## config.mk

```make
export PLATFORM = sky130hd
export DESIGN_NAME = mem_access_stage
export DESIGN_NICKNAME = d
export VERILOG_FILES = /design/src/rtl/mem_access_stage.sv
export SDC_FILE = /design/constraint.sdc
export NUM_CORES = 1
export LEC_CHECK = 0
export CORE_UTILIZATION = 39
export CTS_CLUSTER_SIZE = 12
export DETAILED_ROUTE_END_ITERATION = 12
export PLACE_DENSITY = 0.74
export SYNTH_ARGS = -nofsm -noshare
export SYNTH_HDL_FRONTEND = slang
export SYNTH_SLANG_ARGS = --single-unit
export TNS_END_PERCENT = 20
```

## constraint.sdc

```tcl
create_clock -name clk_i -period 2.6 [get_ports clk_i]
set_clock_uncertainty 0.15 [all_clocks]
set_input_delay 0.65 -clock clk_i [delete_from_list [all_inputs] [get_ports clk_i]]
set_output_delay 0.65 -clock clk_i [all_outputs]
set_load 0.005 [all_outputs]
```

## src/rtl/mem_access_stage.sv

```systemverilog
// Memory-access stage with MEM/WB register.
// Turns EX/MEM load/store control into single-outstanding req/ack bus
// transactions, aligns store lanes, extracts/extends load data, stalls the
// upstream pipeline until ack, and registers results for write-back.
// Ports:
//   clk_i, rst_i            clock, synchronous active-low reset
//   valid_i .. Size_i       EX/MEM fields (address/result, store data, rd, controls)
//   stall_o                 combinational hold request to EX/MEM and earlier
//   mem_*_o / mem_*_i       data-memory bus (req, we, addr, wdata, wstrb / rdata, ack)
//   valid_o .. misalign_o   MEM/WB register outputs
module mem_access_stage (
  input  logic        clk_i,
  input  logic        rst_i,
  input  logic        valid_i,
  input  logic [31:0] ALU_Res_i,
  input  logic [31:0] Write_Data_i,
  input  logic [4:0]  RdAddr_i,
  input  logic        MemToReg_i,
  input  logic        MemWrite_i,
  input  logic        RegWrite_i,
  input  logic        ExtOp_i,
  input  logic [1:0]  Size_i,
  output logic        stall_o,
  output logic        mem_req_o,
  output logic        mem_we_o,
  output logic [31:0] mem_addr_o,
  output logic [31:0] mem_wdata_o,
  output logic [3:0]  mem_wstrb_o,
  input  logic [31:0] mem_rdata_i,
  input  logic        mem_ack_i,
  output logic        valid_o,
  output logic        RegWrite_o,
  output logic        MemToReg_o,
  output logic [31:0] ALU_Res_o,
  output logic [31:0] Mem_Data_o,
  output logic [4:0]  RdAddr_o,
  output logic        misalign_o
);

  localparam int unsigned DW = 32;
  localparam int unsigned RW = 5;
  localparam int unsigned BW = 4;

  typedef enum logic [0:0] {IDLE = 1'b0, BUSY = 1'b1} state_e;

  state_e          state_q, state_d;
  logic            req_q, we_q, ext_q;
  logic [DW-1:0]   addr_q, wdata_q;
  logic [BW-1:0]   wstrb_q;
  logic [1:0]      size_q, off_q;
  logic            valid_q, regwrite_q, memtoreg_q, misal_q;
  logic [DW-1:0]   alu_q, mdata_q;
  logic [RW-1:0]   rd_q;

  logic            op_c, misal_c, start_c, trap_c, done_c, store_c;
  logic [1:0]      off_c;
  logic [BW-1:0]   strb_c;
  logic [DW-1:0]   wdata_c, rshift_c, load_c;

  // Decode, stall, next state, store-lane alignment and load extraction.
  always_comb begin
    state_d  = state_q;
    op_c     = valid_i & (MemToReg_i | MemWrite_i);
    off_c    = ALU_Res_i[1:0];
    store_c  = MemWrite_i & ~MemToReg_i;
    case (Size_i)
      2'b00:   misal_c = 1'b0;
      2'b01:   misal_c = off_c[0];
      default: misal_c = |off_c;
    endcase
    start_c  = (state_q == IDLE) & op_c & ~misal_c;
    trap_c   = (state_q == IDLE) & op_c & misal_c;
    done_c   = (state_q == BUSY) & mem_ack_i;
    stall_o  = start_c | ((state_q == BUSY) & ~mem_ack_i);
    if (start_c) state_d = BUSY;
    if (done_c)  state_d = IDLE;

    case (Size_i)
      2'b00: begin
        strb_c  = BW'(4'b0001 << off_c);
        wdata_c = {4{Write_Data_i[7:0]}};
      end
      2'b01: begin
        strb_c  = BW'(4'b0011 << off_c);
        wdata_c = {2{Write_Data_i[15:0]}};
      end
      default: begin
        strb_c  = 4'b1111;
        wdata_c = Write_Data_i;
      end
    endcase
    if (!store_c) strb_c = '0;

    // Read data is extracted with the size/offset latched at request time.
    rshift_c = mem_rdata_i >> {off_q, 3'b000};
    case (size_q)
      2'b00:   load_c = ext_q ? {{24{rshift_c[7]}}, rshift_c[7:0]}
                              : {24'b0, rshift_c[7:0]};
      2'b01:   load_c = ext_q ? {{16{rshift_c[15]}}, rshift_c[15:0]}
                              : {16'b0, rshift_c[15:0]};
      default: load_c = rshift_c;
    endcase
  end

  // State, bus registers and MEM/WB register.
  always_ff @(posedge clk_i) begin
    if (!rst_i) begin
      state_q    <= IDLE;
      req_q      <= 1'b0;
      we_q       <= 1'b0;
      ext_q      <= 1'b0;
      addr_q     <= '0;
      wdata_q    <= '0;
      wstrb_q    <= '0;
      size_q     <= '0;
      off_q      <= '0;
      valid_q    <= 1'b0;
      regwrite_q <= 1'b0;
      memtoreg_q <= 1'b0;
      misal_q    <= 1'b0;
      alu_q      <= '0;
      mdata_q    <= '0;
      rd_q       <= '0;
    end else begin
      state_q <= state_d;
      if (start_c) begin
        req_q   <= 1'b1;
        we_q    <= store_c;
        addr_q  <= {ALU_Res_i[31:2], 2'b00};
        wdata_q <= wdata_c;
        wstrb_q <= strb_c;
        size_q  <= Size_i;
        ext_q   <= ExtOp_i;
        off_q   <= off_c;
      end else if (done_c) begin
        req_q   <= 1'b0;
      end

      // A stalled cycle inserts a bubble; data fields keep their old values.
      if (stall_o) begin
        valid_q    <= 1'b0;
        regwrite_q <= 1'b0;
        memtoreg_q <= 1'b0;
        misal_q    <= 1'b0;
      end else begin
        valid_q    <= valid_i;
        rd_q       <= RdAddr_i;
        alu_q      <= ALU_Res_i;
        regwrite_q <= RegWrite_i & ~trap_c;
        memtoreg_q <= MemToReg_i & ~trap_c;
        misal_q    <= trap_c;
        mdata_q    <= (done_c & ~we_q) ? load_c : '0;
      end
    end
  end

  assign mem_req_o   = req_q;
  assign mem_we_o    = we_q;
  assign mem_addr_o  = addr_q;
  assign mem_wdata_o = wdata_q;
  assign mem_wstrb_o = wstrb_q;
  assign valid_o     = valid_q;
  assign RegWrite_o  = regwrite_q;
  assign MemToReg_o  = memtoreg_q;
  assign ALU_Res_o   = alu_q;
  assign Mem_Data_o  = mdata_q;
  assign RdAddr_o    = rd_q;
  assign misalign_o  = misal_q;

endmodule

```

# Word-level counts from Yosys, hierarchy flattened
# Cells that the tools add are included.
# word_totals
inputBits	111
out_inout_bits	144
regBits	147
# classes
n_mux	10
shift	3
bitwise	19
n_reduce_logical	6
eq_ne	2
# op_table
op	count
case mux 32 bit (2 select lines)	2
two-way mux 32 bit	3
right shift 32 x 5 -> 32 bit	1
AND 1 bit	10
case mux 4 bit (2 select lines)	1
NOT 1 bit	7
OR reduction 2 bit	3
equality test 2 x 1 -> 1 bit, second input constant	2
zero test 2 bit	2
two-way mux 4 bit	1
<< shifter 1 x 2 -> 4 bit, first input constant	1
<< shifter 2 x 2 -> 4 bit, first input constant	1
two-way mux 1 bit	2
bitwise OR 1 bit	2
case mux 1 bit (2 select lines)	1
nonzero test 2 bit	1

# Logic depth before layout (Yosys ltp)
# logic_depth
ltp_word	6
depth_mapped	6
ltp_nobuf	5

# Worst setup path before layout
# Ideal clock, no wire load.
# synth_path
kind	input to output
start	input port Size_i[0]
end	output port stall_o
slack_ns	0.289
arrival_time_ns	1.511
stages	4
n_path_buf	1
path_cell_list	o21a_1 o41a_4 clkinv_2 buf_4
# synth_between
elab_chain_cells	5
elab_cells_between_ends	6
cone_classes	eq/ne (1); mux (1); bitwise (3); reduce/logical (1)
# synth_rtl
element	line_no	rtl
start, declared	22	input logic [1:0] Size_i,
equality test 2 x 1 -> 1 bit or zero test 2 bit (tied branches)	66	case (Size_i)
case mux 1 bit (2 select lines) *	66	
NOT 1 bit *	71	start_c = (state_q == IDLE) & op_c & ~misal_c;
AND 1 bit *	71	
bitwise OR 1 bit *	74	stall_o = start_c | ((state_q == BUSY) & ~mem_ack_i);
end, declared	23	output logic stall_o,
# Every way passes the cells marked *; elsewhere a longest branch is shown, timed or not.

# Worst setup path after layout
# layout_path
start	input port mem_ack_i
end	output port stall_o
# layout_between
elab_chain_cells	3
# layout_rtl
element	line_no	rtl
start, declared	30	input logic mem_ack_i,
NOT 1 bit	74	
AND 1 bit	74	
bitwise OR 1 bit	74	
# No other way between the ends.

==> flow_summary.ini <==
[synth]
synthFlopType = dfxtp_1
synth_top_area_share = 0.487
synth_cells = 719
ys_types = 45
synth_area_mm2 = 0.00604
synth_enable_flop_cells = 0
yosysMostFrequentCell = nand2_1
yosysWarnings = 0
synth_area_per_cell_um2 = 8.41
synth_common_cells = nand2_1, dfxtp_1, a21oi_1
synth_area_leaders = dfxtp_1, nand2_1, a21oi_1, mux2i_1, a211oi_1
synth_seq_cells = 147
yosys.area.top_type = dfxtp_1
ys_seq_area_frac = 0.487
ys_async_sr_fraction = 0

[global_route]
grt_pass1_vias = 5589
grt_max_degree = 66
antenna_found_initial = 0
grt.overflow.total = 0
grt_pass1_wl_um = 29600
grtUsageTotal = 0.238

[final_layout]
nFillCells = 1339
instances_no_fill = 1174
seq_area_mm2 = 0.00294
diodes = 0
nNetsFinal = 1084
area_growth_pct = 57.6
multi_input_area_mm2 = 0.00283
layout-drive-gt1-share = 0.101
post-route-util = 0.629

[worst_setup_path]
cp.required_ns = 1.80
worstPathArrival_ns = 1.73
critPathCaptureType = primary output
critPathKind = in -> out
startpoint_type = primary input
path_max_fanout = 4

[pwr]
leakage_nw = 3.54
powerDensity_mw_per_mm2 = 599
ir_drop_v = 0.000453
finalPower_mw = 5.71

[die]
dieWidth_um = 126
start_util = 0.399
pin_count = 255
dieArea_mm2 = 0.0160
coreArea_mm2 = 0.0151
die_h_um = 126
row_count = 45

[clocking]
root_buffer = clkbuf_16
cts_tree = done
cts_buffers = 17
clockBufferDepth = 2
cts_num_sinks = 147
clkTransAtPathRegs_ns = 0.06
ctsHtreeMaxLevel = 4
worstSkewPairLatency_ns = 0.41
holdBufCountCts = 0

[route]
route.detailed.drc = 0
vias = 5960
totalWireLength_um = 19000
drtAntennaViolNets = 0
drt_first_pass_iters = 6
wl_per_cell_um = 16.2
drt_iter0_drc = 414
viasPerCell = 5.08

[outcome]
status = complete, no violations

[timing]
max_freq_mhz = 395
setup_tns_ns = 0
hold_violations = 0
final_max_slew_viol_count = 0
rsz0062_at_grt = false
worst_pin_slew_ns = 0.729
setup_violations = 0
min_period_over_period = 0.975
slew_headroom = 0.514
period_needed_ns = 2.53
hold_ws_ns = 0.301

[placement]
place_congestion = 0.823
port_buffers = 252
place_inst = 1141
hpwl_um = 13600

[worst_hold_path]
hp-class = reg -> reg

[flow_run]
timing.max_cap.violations = 0
-- sequential cells by signal, indices dropped and copies added (netlist names), 2 cells and up --
| signal | cells |
|---|---|
| ALU_Res_o | 32 |
| Mem_Data_o | 32 |
| mem_wdata_o | 32 |
| mem_addr_o | 30 |
| RdAddr_o | 5 |
| mem_wstrb_o | 4 |
| off_q | 2 |
| size_q | 2 |
-- what timing repair did --
item | CTS | global route
buffers inserted | 1 | 0
endpoints found under the setup margin | 1 | 1
pin swaps | 2 | 1
gates resized for setup | 15 | 2
-- logic make-up (layout without fill, tap and decap cells) --
group	after synthesis	after routing	synth area share
simple gates	263	263	0.181
compound gates	197	197	0.195
flops	147	147	0.487
buf+inv	59	325	0.0478
mux	51	51	0.0882
other cells	1	2	0.000620
xor+xnor	1	1	0.00145
-- worst paths after layout --
| check | endpoint | start | cells after the start | slack [ns] |
|---|---|---|---|---|
| worst max register to register | Mem_Data_o[19] | state_q | 6 | 0.43 |
| worst min-delay path | mem_wstrb_o[0] | mem_wstrb_o[0] | 2 | 0.30 |
| worst min register to register | mem_wstrb_o[0] | mem_wstrb_o[0] | 2 | 0.30 |
| worst max-delay path | stall_o | mem_ack_i | 5 | 0.07 |
-- through the flow --
step                      setup WS (ns)  instance area [um2]
after floorplan                   0.289                 6050
after global placement           -0.606                 8930
after detailed placement         -0.608                 8930
after CTS                        0.0162                 9520
after global routing             0.0405                 9530
final                            0.0652                 9530
-- cell usage in the layout (no fill, tap or decap), drive strengths merged, types with 5 or more instances in the layout --
| cell | synthesis | routed |
|---|---|---|
| mux2i | 42 | 42 |
| nor3 | 8 | 8 |
| clkdlybuf4s50 | 0 | 244 |
| dlygate4sd2 | 0 | 5 |
| a22o | 7 | 7 |
| clkbuf | 29 | 19 |
| nand2 | 209 | 209 |
| o21ai | 24 | 24 |
| a32oi | 8 | 8 |
| nor2 | 26 | 26 |
| o211ai | 11 | 11 |
| clkinv | 1 | 9 |
| mux2 | 8 | 8 |
| dfxtp | 147 | 147 |
| a211oi | 16 | 16 |
| a21oi | 124 | 124 |
| buf | 28 | 40 |
-- layout make-up --
cell class	count	share of cell area
Clock inverter	13	0.0134
Multi-Input combinational cell	514	0.297
Sequential cell	147	0.309
Clock buffer	19	0.0475
Tap cell	188	0.0247
Timing Repair Buffer	291	0.307
Inverter	2	0.00158
-- routing by layer --
| metal | vias to the layer above | GRT usage | wire, um |
|---|---|---|---|
| met5 | - | 0 | 0 |
| met4 | 0 | 0.0872 | 412 |
| met3 | 26 | 0.0797 | 1550 |
| met2 | 230 | 0.399 | 9130 |
| met1 | 2730 | 0.282 | 7950 |
| li1 | 2974 | - | - |
-- critical path: stages --
cell and delay, ns:
clkdlybuf4s50_1 0.55, nand2b_2 0.20, o41a_4 0.18, clkinv_4 0.05, buf_6 0.11
-- report_power, final --
part	switching (mW)	internal, mW
combinational	0.408	0.499
sequential	0.0564	2.36
clock	0.998	1.39
(Power assumes the default switching activity.)
==> variant (same settings) <==
Make the reset (`rst_i`) asynchronous in one clocked block. Comments in the files are not updated.
--- a/src/rtl/mem_access_stage.sv
+++ b/src/rtl/mem_access_stage.sv
@@ -103,7 +103,7 @@
   end
 
   // State, bus registers and MEM/WB register.
-  always_ff @(posedge clk_i) begin
+  always_ff @(posedge clk_i or negedge rst_i) begin
     if (!rst_i) begin
       state_q    <= IDLE;
       req_q      <= 1'b0;
Function: differs if rst_i is asserted again (counterexample within 4 cycles, from zero or initial values and one cycle with rst_i low); with rst_i held inactive, the same outputs for 10 cycles.
==> variant against the unedited design <==
Global-route usage fell by 2.1 points. Wire length down 2.7%. Sequential cell count unchanged. Die area rose by 8.4%. Setup slack worse by 62 ps. Area after synthesis is 8.5% higher. Synthesized cell count decreased by 25%. Design area is 6.1% higher. Largest cell class unchanged.
Power is not compared: it rests on default switching activity, and its combinational part moved more than twofold at a synthesized area within 25%.
==> variant: results (changes against the unedited design) <==
* Status: finished clean
* First-pass GRT wire length at 29120 microns (-1.5%)
* GPL Wtd Cong at 0.8281 (+0.68%)
* Vias per Instance at 4.982 (-1.9%)
* GR Util met1 at 25.77% (-2.4 points)
* Share of layout cells above drive strength 1 at 19.00% (+8.9 points)
* Worst path slowest cell: or4_4
* Synth cell count leaders: dfrtp_1, nand2_1, o21ai_0
* Met3 wire len at 1380 microns (-11%)
* Vias in the first global route at 5451 (-2.5%)
* Met2 global-route usage at 36.77% (-3.1 points)
* Crit path capture: mem_addr_o[24]
* HP Class: primary input to asynchronous set/reset pin
* WL met1 at 7595 microns (-4.4%)
* Synth top area cells: dfrtp_1, mux2_4, mux2_2, mux2i_1, o21ai_0
* Largest net degree at the start of global routing at 56 (-15%)
* Pre-CTS setup slack at -674.1 ps (-65.81 ps)
* Detail Placement HPWL at 13310 microns (-1.9%)
* GRT Total Usage at 21.62% (-2.1 points)
* TritonRoute pass-1 iters at 5 (-1)
* Final #Nets at 919 (-15%)
* Slew @ Worst Pin at 925.2 ps (+195.9 ps)
* Reg2reg setup slack at 230 ps (-200 ps)
* Critical path launch point: Size_i[1]
* Worst-path maximum fanout at 17 (+13)
-- variant: per-stage QoR --
step                area [sq um]  instances
finish                     10110       1041
global route               10110       1041
CTS                        10040       1039
detailed placement          9438       1005
global placement            9438       1005
floorplan                   6563        541
-- variant: repair_timing --
| item | 4_1_cts | 5_1_grt |
|---|---|---|
| cloned | 0 | 2 |
| pin swaps | 2 | 1 |
| endpoints found under the setup margin | 34 | 33 |
| setup buffers | 2 | 0 |
| resized for setup | 14 | 2 |
-- variant: cell families (layout without fill, tap and decap cells) --
family,count (synthesis),in the layout,synth area share (%)
other,1,2,0.05718
multiplexers,126,126,23.35
flip-flops,147,147,56.09
AO/OA/AOI/OAI,101,101,8.737
buffers and inverters,41,321,3.262
AND/OR/NAND/NOR,123,123,8.375
XOR/XNOR,1,1,0.1336
-- variant: cell type report --
type | count | area (sq um)
multi-input combinational | 353 | 2679
tap | 220 | 275.3
clock inverter | 12 | 118.9
sequential | 147 | 3679
timing repair buffer | 286 | 2877
fill | 1283 | 6419
inverter | 3 | 11.26
clock buffer | 20 | 466.7
-- variant: worst min-delay path by stage --
stage / start / to / slack, ps / depth (start not counted)
2_1_floorplan: rst_i / ALU_Res_o[0] / 200 / 0
3_5_place_dp: mem_wdata_o[19] / mem_wdata_o[19] / 320 / 2
4_1_cts: rst_i / RdAddr_o[0] / 60 / 1
3_3_place_gp: mem_wdata_o[19] / mem_wdata_o[19] / 310 / 2
6_report: rst_i / RdAddr_o[0] / 60 / 1
5_1_grt: rst_i / RdAddr_o[0] / 80 / 1
-- variant: power by group --
group	switching (W)	internal (W)	leakage [nW]
sequential	0.000268	0.00271	1.82
combinational	0.000807	0.00141	2.44
clock	0.00100	0.00141	0.280
